[src/rtl/sd_seq_gen.sv]
// Throttled sequence-number generator: emits {tag, seq} words on a valid/ready
// handshake, gating p_srdy with a rotating pattern sampled at the start of each run.
module sd_seq_gen #(
  parameter int unsigned width   = 8,
  parameter int unsigned tag_sz  = 1,
  parameter int unsigned tag_val = 0,
  parameter int unsigned pat_dep = 8
) (
  input  logic               clk,
  input  logic               reset,
  input  logic               start,
  input  logic [15:0]        num_items,
  input  logic [pat_dep-1:0] srdy_pat,
  output logic               p_srdy,
  input  logic               p_drdy,
  output logic [width-1:0]   p_data,
  output logic               busy,
  output logic               done
);

  localparam int unsigned COUNT_SZ = width - tag_sz;
  localparam int unsigned PTR_W    = (pat_dep > 1) ? $clog2(pat_dep) : 1;
  localparam logic [tag_sz-1:0] TAG      = tag_sz'(tag_val);
  localparam logic [PTR_W-1:0]  PTR_LAST = PTR_W'(pat_dep - 1);

  typedef enum logic [1:0] {S_IDLE, S_RUN, S_DONE} state_t;

  state_t              r_state;
  state_t              w_next_state;
  logic [COUNT_SZ-1:0] r_seq;
  logic [15:0]         r_remaining;
  logic [pat_dep-1:0]  r_pat;
  logic [PTR_W-1:0]    r_ptr;
  logic                r_srdy;
  logic                r_busy;
  logic                r_done;

  logic                w_xfer;
  logic                w_hold;
  logic [PTR_W-1:0]    w_ptr_adv;
  logic [15:0]         w_rem_after;
  logic [pat_dep-1:0]  w_start_pat;

  logic [COUNT_SZ-1:0] w_seq_d;
  logic [15:0]         w_rem_d;
  logic [pat_dep-1:0]  w_pat_d;
  logic [PTR_W-1:0]    w_ptr_d;
  logic                w_srdy_d;
  logic                w_busy_d;
  logic                w_done_d;

  assign w_xfer      = r_srdy & p_drdy;
  assign w_hold      = r_srdy & ~p_drdy;
  assign w_ptr_adv   = (r_ptr == PTR_LAST) ? '0 : r_ptr + PTR_W'(1);
  assign w_rem_after = r_remaining - 16'(w_xfer);
  // An all-zero pattern would stall forever, so it is promoted to full rate.
  assign w_start_pat = (srdy_pat == '0) ? '1 : srdy_pat;

  assign p_srdy = r_srdy;
  assign p_data = {TAG, r_seq};
  assign busy   = r_busy;
  assign done   = r_done;

  // State register
  always_ff @(posedge clk) begin
    if (reset) r_state <= S_IDLE;
    else       r_state <= w_next_state;
  end

  // Next-state logic
  always_comb begin
    w_next_state = r_state;
    case (r_state)
      S_IDLE: begin
        if (start) w_next_state = (num_items != 16'd0) ? S_RUN : S_DONE;
      end
      S_RUN: begin
        if (w_xfer && (w_rem_after == 16'd0)) w_next_state = S_DONE;
      end
      S_DONE:  w_next_state = S_IDLE;
      default: w_next_state = S_IDLE;
    endcase
  end

  // Next values for the datapath and registered outputs
  always_comb begin
    w_seq_d  = r_seq + COUNT_SZ'(w_xfer);
    w_rem_d  = r_remaining;
    w_pat_d  = r_pat;
    w_ptr_d  = r_ptr;
    w_srdy_d = 1'b0;
    w_busy_d = (w_next_state == S_RUN);
    w_done_d = (w_next_state == S_DONE);
    case (r_state)
      S_IDLE: begin
        if (start && (num_items != 16'd0)) begin
          w_rem_d  = num_items;
          w_pat_d  = w_start_pat;
          w_ptr_d  = '0;
          w_srdy_d = w_start_pat[0];
        end
      end
      S_RUN: begin
        // A stalled word keeps its slot; the pattern only advances when not held.
        if (w_hold) begin
          w_srdy_d = 1'b1;
        end else begin
          w_ptr_d  = w_ptr_adv;
          w_rem_d  = w_rem_after;
          w_srdy_d = (w_rem_after != 16'd0) ? r_pat[w_ptr_adv] : 1'b0;
        end
      end
      default: ;
    endcase
  end

  // Datapath and output registers
  always_ff @(posedge clk) begin
    if (reset) begin
      r_seq       <= '0;
      r_remaining <= '0;
      r_pat       <= '1;
      r_ptr       <= '0;
      r_srdy      <= 1'b0;
      r_busy      <= 1'b0;
      r_done      <= 1'b0;
    end else begin
      r_seq       <= w_seq_d;
      r_remaining <= w_rem_d;
      r_pat       <= w_pat_d;
      r_ptr       <= w_ptr_d;
      r_srdy      <= w_srdy_d;
      r_busy      <= w_busy_d;
      r_done      <= w_done_d;
    end
  end

endmodule

[config.mk]
export PLATFORM = sky130hd
export DESIGN_NAME = sd_seq_gen
export DESIGN_NICKNAME = d
export VERILOG_FILES = /design/src/rtl/sd_seq_gen.sv
export SDC_FILE = /design/constraint.sdc
export NUM_CORES = 1
export LEC_CHECK = 0
export BUFFER_PORTS_ARGS = -buffer_cell sky130_fd_sc_hd__buf_2
export CORE_MARGIN = 5
export CORE_UTILIZATION = 50
export CTS_CLUSTER_DIAMETER = 100
export CTS_CLUSTER_SIZE = 16
export DETAILED_ROUTE_END_ITERATION = 10
export GPL_ROUTABILITY_DRIVEN = 0
export GPL_TIMING_DRIVEN = 1
export PLACE_DENSITY = 0.76
export SYNTH_ARGS = -nofsm -noshare
export SYNTH_HDL_FRONTEND = slang
export SYNTH_SLANG_ARGS = --single-unit
[constraint.sdc]
create_clock -name clk -period 2.2 [get_ports clk]
set_input_delay 0.33 -clock clk [delete_from_list [all_inputs] [get_ports clk]]
set_output_delay 0.33 -clock clk [all_outputs]
set_load 0.01 [all_outputs]
==> impl_metrics.env <==
export IMPL_outcome="completed"
export IMPL_yosysUniqueCellTypes=54
export IMPL_drt_first_pass_iters=4
export IMPL_worstPathMaxFanout=5
export IMPL_synth_warning_count=0
export IMPL_max_stage_delay_ns=0.35
export IMPL_setup_viol=0
export IMPL_startpoint_type="flop"
export IMPL_die_h_um=75.8
export IMPL_cts_buffers=5
export IMPL_critPathTopFamily="simple AND/OR/NAND/NOR gates"
export IMPL_diodes=0
export IMPL_final_antenna_net_count=0
export IMPL_worst_path_max_delay_cell="dfxtp_2"
export IMPL_wl_mm=5.29
export IMPL_slew_headroom=0.642
export IMPL_fin_cells=372
export IMPL_clk_path_buf_depth=2
export IMPL_fin_skew_ns=0.00918
export IMPL_startpoint="p_srdy"
export IMPL_drc=0
export IMPL_rr_startpoint="p_srdy"
export IMPL_synth_area_mm2=0.00216
export IMPL_viasPerCell=5.64
export IMPL_finalPower_uw=1790
export IMPL_io_buffers=37
export IMPL_die_w_um=75.8
export IMPL_synth_fp_nets=299
export IMPL_period_needed_ns=2.15
export IMPL_ctsHtreeMaxLevel=2
export IMPL_slew_viol_final=0
export IMPL_p_per_area_mw_per_mm2=664
export IMPL_syn_to_final_growth_pct=24.9
export IMPL_antenna_found_initial=0
export IMPL_grt_pass1_wl_mm=8.80
export IMPL_worstPathCellList="nand2_2 -> inv_2 -> ha_4 -> ha_4 -> nor4b_4 -> buf_4 -> nand3b_1 -> buf_6 -> o41a_1 -> nor2_1 -> a21oi_1 -> nor2_1"
export IMPL_die_area_mm2=0.00574
export IMPL_cap_violations=0
export IMPL_ys_seq_area_frac=0.361
export IMPL_cts_hold_buf=0
export IMPL_avgSynthCellArea_um2=8.16
export IMPL_synth_area_top_cells="dfxtp_1 (36%), nor2_1 (7.3%), a21oi_1 (4.6%)"
export IMPL_placed_cell_area_mm2=0.00254
export IMPL_hold_class="in -> reg"
export IMPL_vias=2099
export IMPL_synth_top_area_share=0.361
export IMPL_synth_edff_count=0
export IMPL_core_area_mm2=0.00426
export IMPL_cts_tree="done"
export IMPL_rsz0062_at_grt="true"
export IMPL_fmax_ghz=0.465
export IMPL_start_util=0.507
export IMPL_grt_ovfl_total=0
export IMPL_clk_latency_ns=0.29
export IMPL_std_cell_rows=24
export IMPL_clkTransAtPathRegs_ns=0.08
export IMPL_worst_ep_required_time_ns=2.43
export IMPL_end_kind="flop"
export IMPL_drt_iter0_drc=167
export IMPL_critPathBufInv=3
export IMPL_ys_ff_latch=39
export IMPL_async_reset_ff_frac=0
export IMPL_hold_violations=0
export IMPL_yosysTopAreaCell="dfxtp_1"
export IMPL_detail_route_wl_per_cell_um=14.2
export IMPL_setup_tns_ns=0
export IMPL_cellLeakagePower_uw=0.00116
export IMPL_critPathKind="reg -> reg"
export IMPL_nets=354
export IMPL_placed_cells=362
export IMPL_cp_data_arrival_time_ns=2.38
export IMPL_grt_util_all_layers=0.203
export IMPL_vdd_drop_max_v=0.000567
export IMPL_postSynthCellCount=265
export IMPL_dp_hpwl_mm=4.02
export IMPL_root_buffer="clkbuf_8"
export IMPL_drive_above_1_share=0.294
export IMPL_grt_max_degree=37
export IMPL_fin_crit_sh=0.978
export IMPL_worst_slew_pin_slew_ns=0.535
export IMPL_cts_sinks=39
export IMPL_synth_flop_cell="dfxtp_1"
export IMPL_grt_pass1_vias=1898
export IMPL_hold_start="srdy_pat[5]"
export IMPL_design_area_mm2=0.00270
export IMPL_io_pins=39
export IMPL_final_util=0.634
export IMPL_final_cell_mix="nor2_1 (40), dfxtp_1 (38), buf_2 (37), buf_4 (24), nand2_1 (21)"
export IMPL_final_common_cell="nor2_1"
-- final timing paths --
path | to | slack [ns] | cells after the start
max | r_remaining[10] | 0.05 | 12
min | r_pat[5] | 0.26 | 3
max reg2reg | r_remaining[10] | 0.05 | 12
min reg2reg | p_srdy | 0.49 | 1
-- metal layers --
| metal | share of wire | wire length, µm | GRT usage | vias to the layer above |
|---|---|---|---|---|
| met2 | 0.48 | 2540 | 0.335 | 63 |
| met5 | 0 | 0 | 0 | - |
| met3 | 0.057 | 304 | 0.0422 | 5 |
| met1 | 0.45 | 2400 | 0.262 | 965 |
| met4 | 0.0089 | 47 | 0.0680 | 0 |
| li1 | - | - | - | 1066 |
-- metrics by stage --
step                      setup slack, ns  hold WS, ns
after floorplan                   0.00850        0.436
after global placement            -0.0672        0.451
after detailed placement           -0.122        0.478
after CTS                         0.00872        0.250
after global routing               -0.104        0.267
final                              0.0485        0.259
-- sequential cells by signal, summed over array words and instances, names as in the netlist --
signal / flops
r_state: 2
p_srdy: 1
busy: 1
r_ptr: 3
r_remaining: 16
r_pat: 8
done: 1
r_seq: 7
-- Yosys cell counts (2+ instances only) --
cell type / n
a211oi_1: 3
a21boi_1: 2
a21oi_1: 20
a22oi_1: 6
and2_1: 2
and3_1: 5
clkbuf_1: 12
dfxtp_1: 39
ha_1: 6
inv_1: 4
mux4_2: 2
nand2_1: 22
nand2b_1: 9
nand3_1: 4
nand3b_1: 4
nor2_1: 42
nor2b_1: 4
nor3_1: 4
nor4_1: 6
o21a_1: 2
o21ai_0: 16
o21ai_1: 3
o21ai_2: 2
o22ai_1: 6
o31ai_1: 3
o41ai_1: 2
or4_1: 3
xnor2_1: 5
xor2_1: 2
-- layout make-up --
type	instances	area (µm²)
fill	382	1560
multi-input combinational	208	1360
sequential	39	782
timing repair buffer	62	377
clock buffer	5	68.8
tap	52	65.1
clock inverter	2	37.5
inverter	4	15.0
-- what timing repair did --
| item | in CTS | in global routing |
|---|---|---|
| pin swaps | 5 | 8 |
| resized for setup | 1 | 7 |
| setup endpoints to repair | 3 | 11 |
| setup buffers | 2 | 1 |
-- tightest hold or removal path, stage by stage --
cell and delay [ns]:
buf_2 0.08, o22ai_1 0.05, nand2b_1 0.06
-- report_power, final --
part | internal [µW] | switching [µW] | leakage [µW]
sequential | 751 | 46.9 | 0.000320
clock | 331 | 242 | 0.0000502
combinational | 198 | 226 | 0.000788
total | 1280 | 515 | 0.00116
-- kinds of logic after synthesis --
kind of cell	share of synthesized area
and+or+nand+nor	0.285
other	0.00173
buffers and inverters	0.0364
adders and majority gates	0.0347
xor gates and xnor gates	0.0283
AOI/OAI and AO/OA	0.227
DFF	0.361
muxes	0.0260
(Power assumes the default switching activity.)
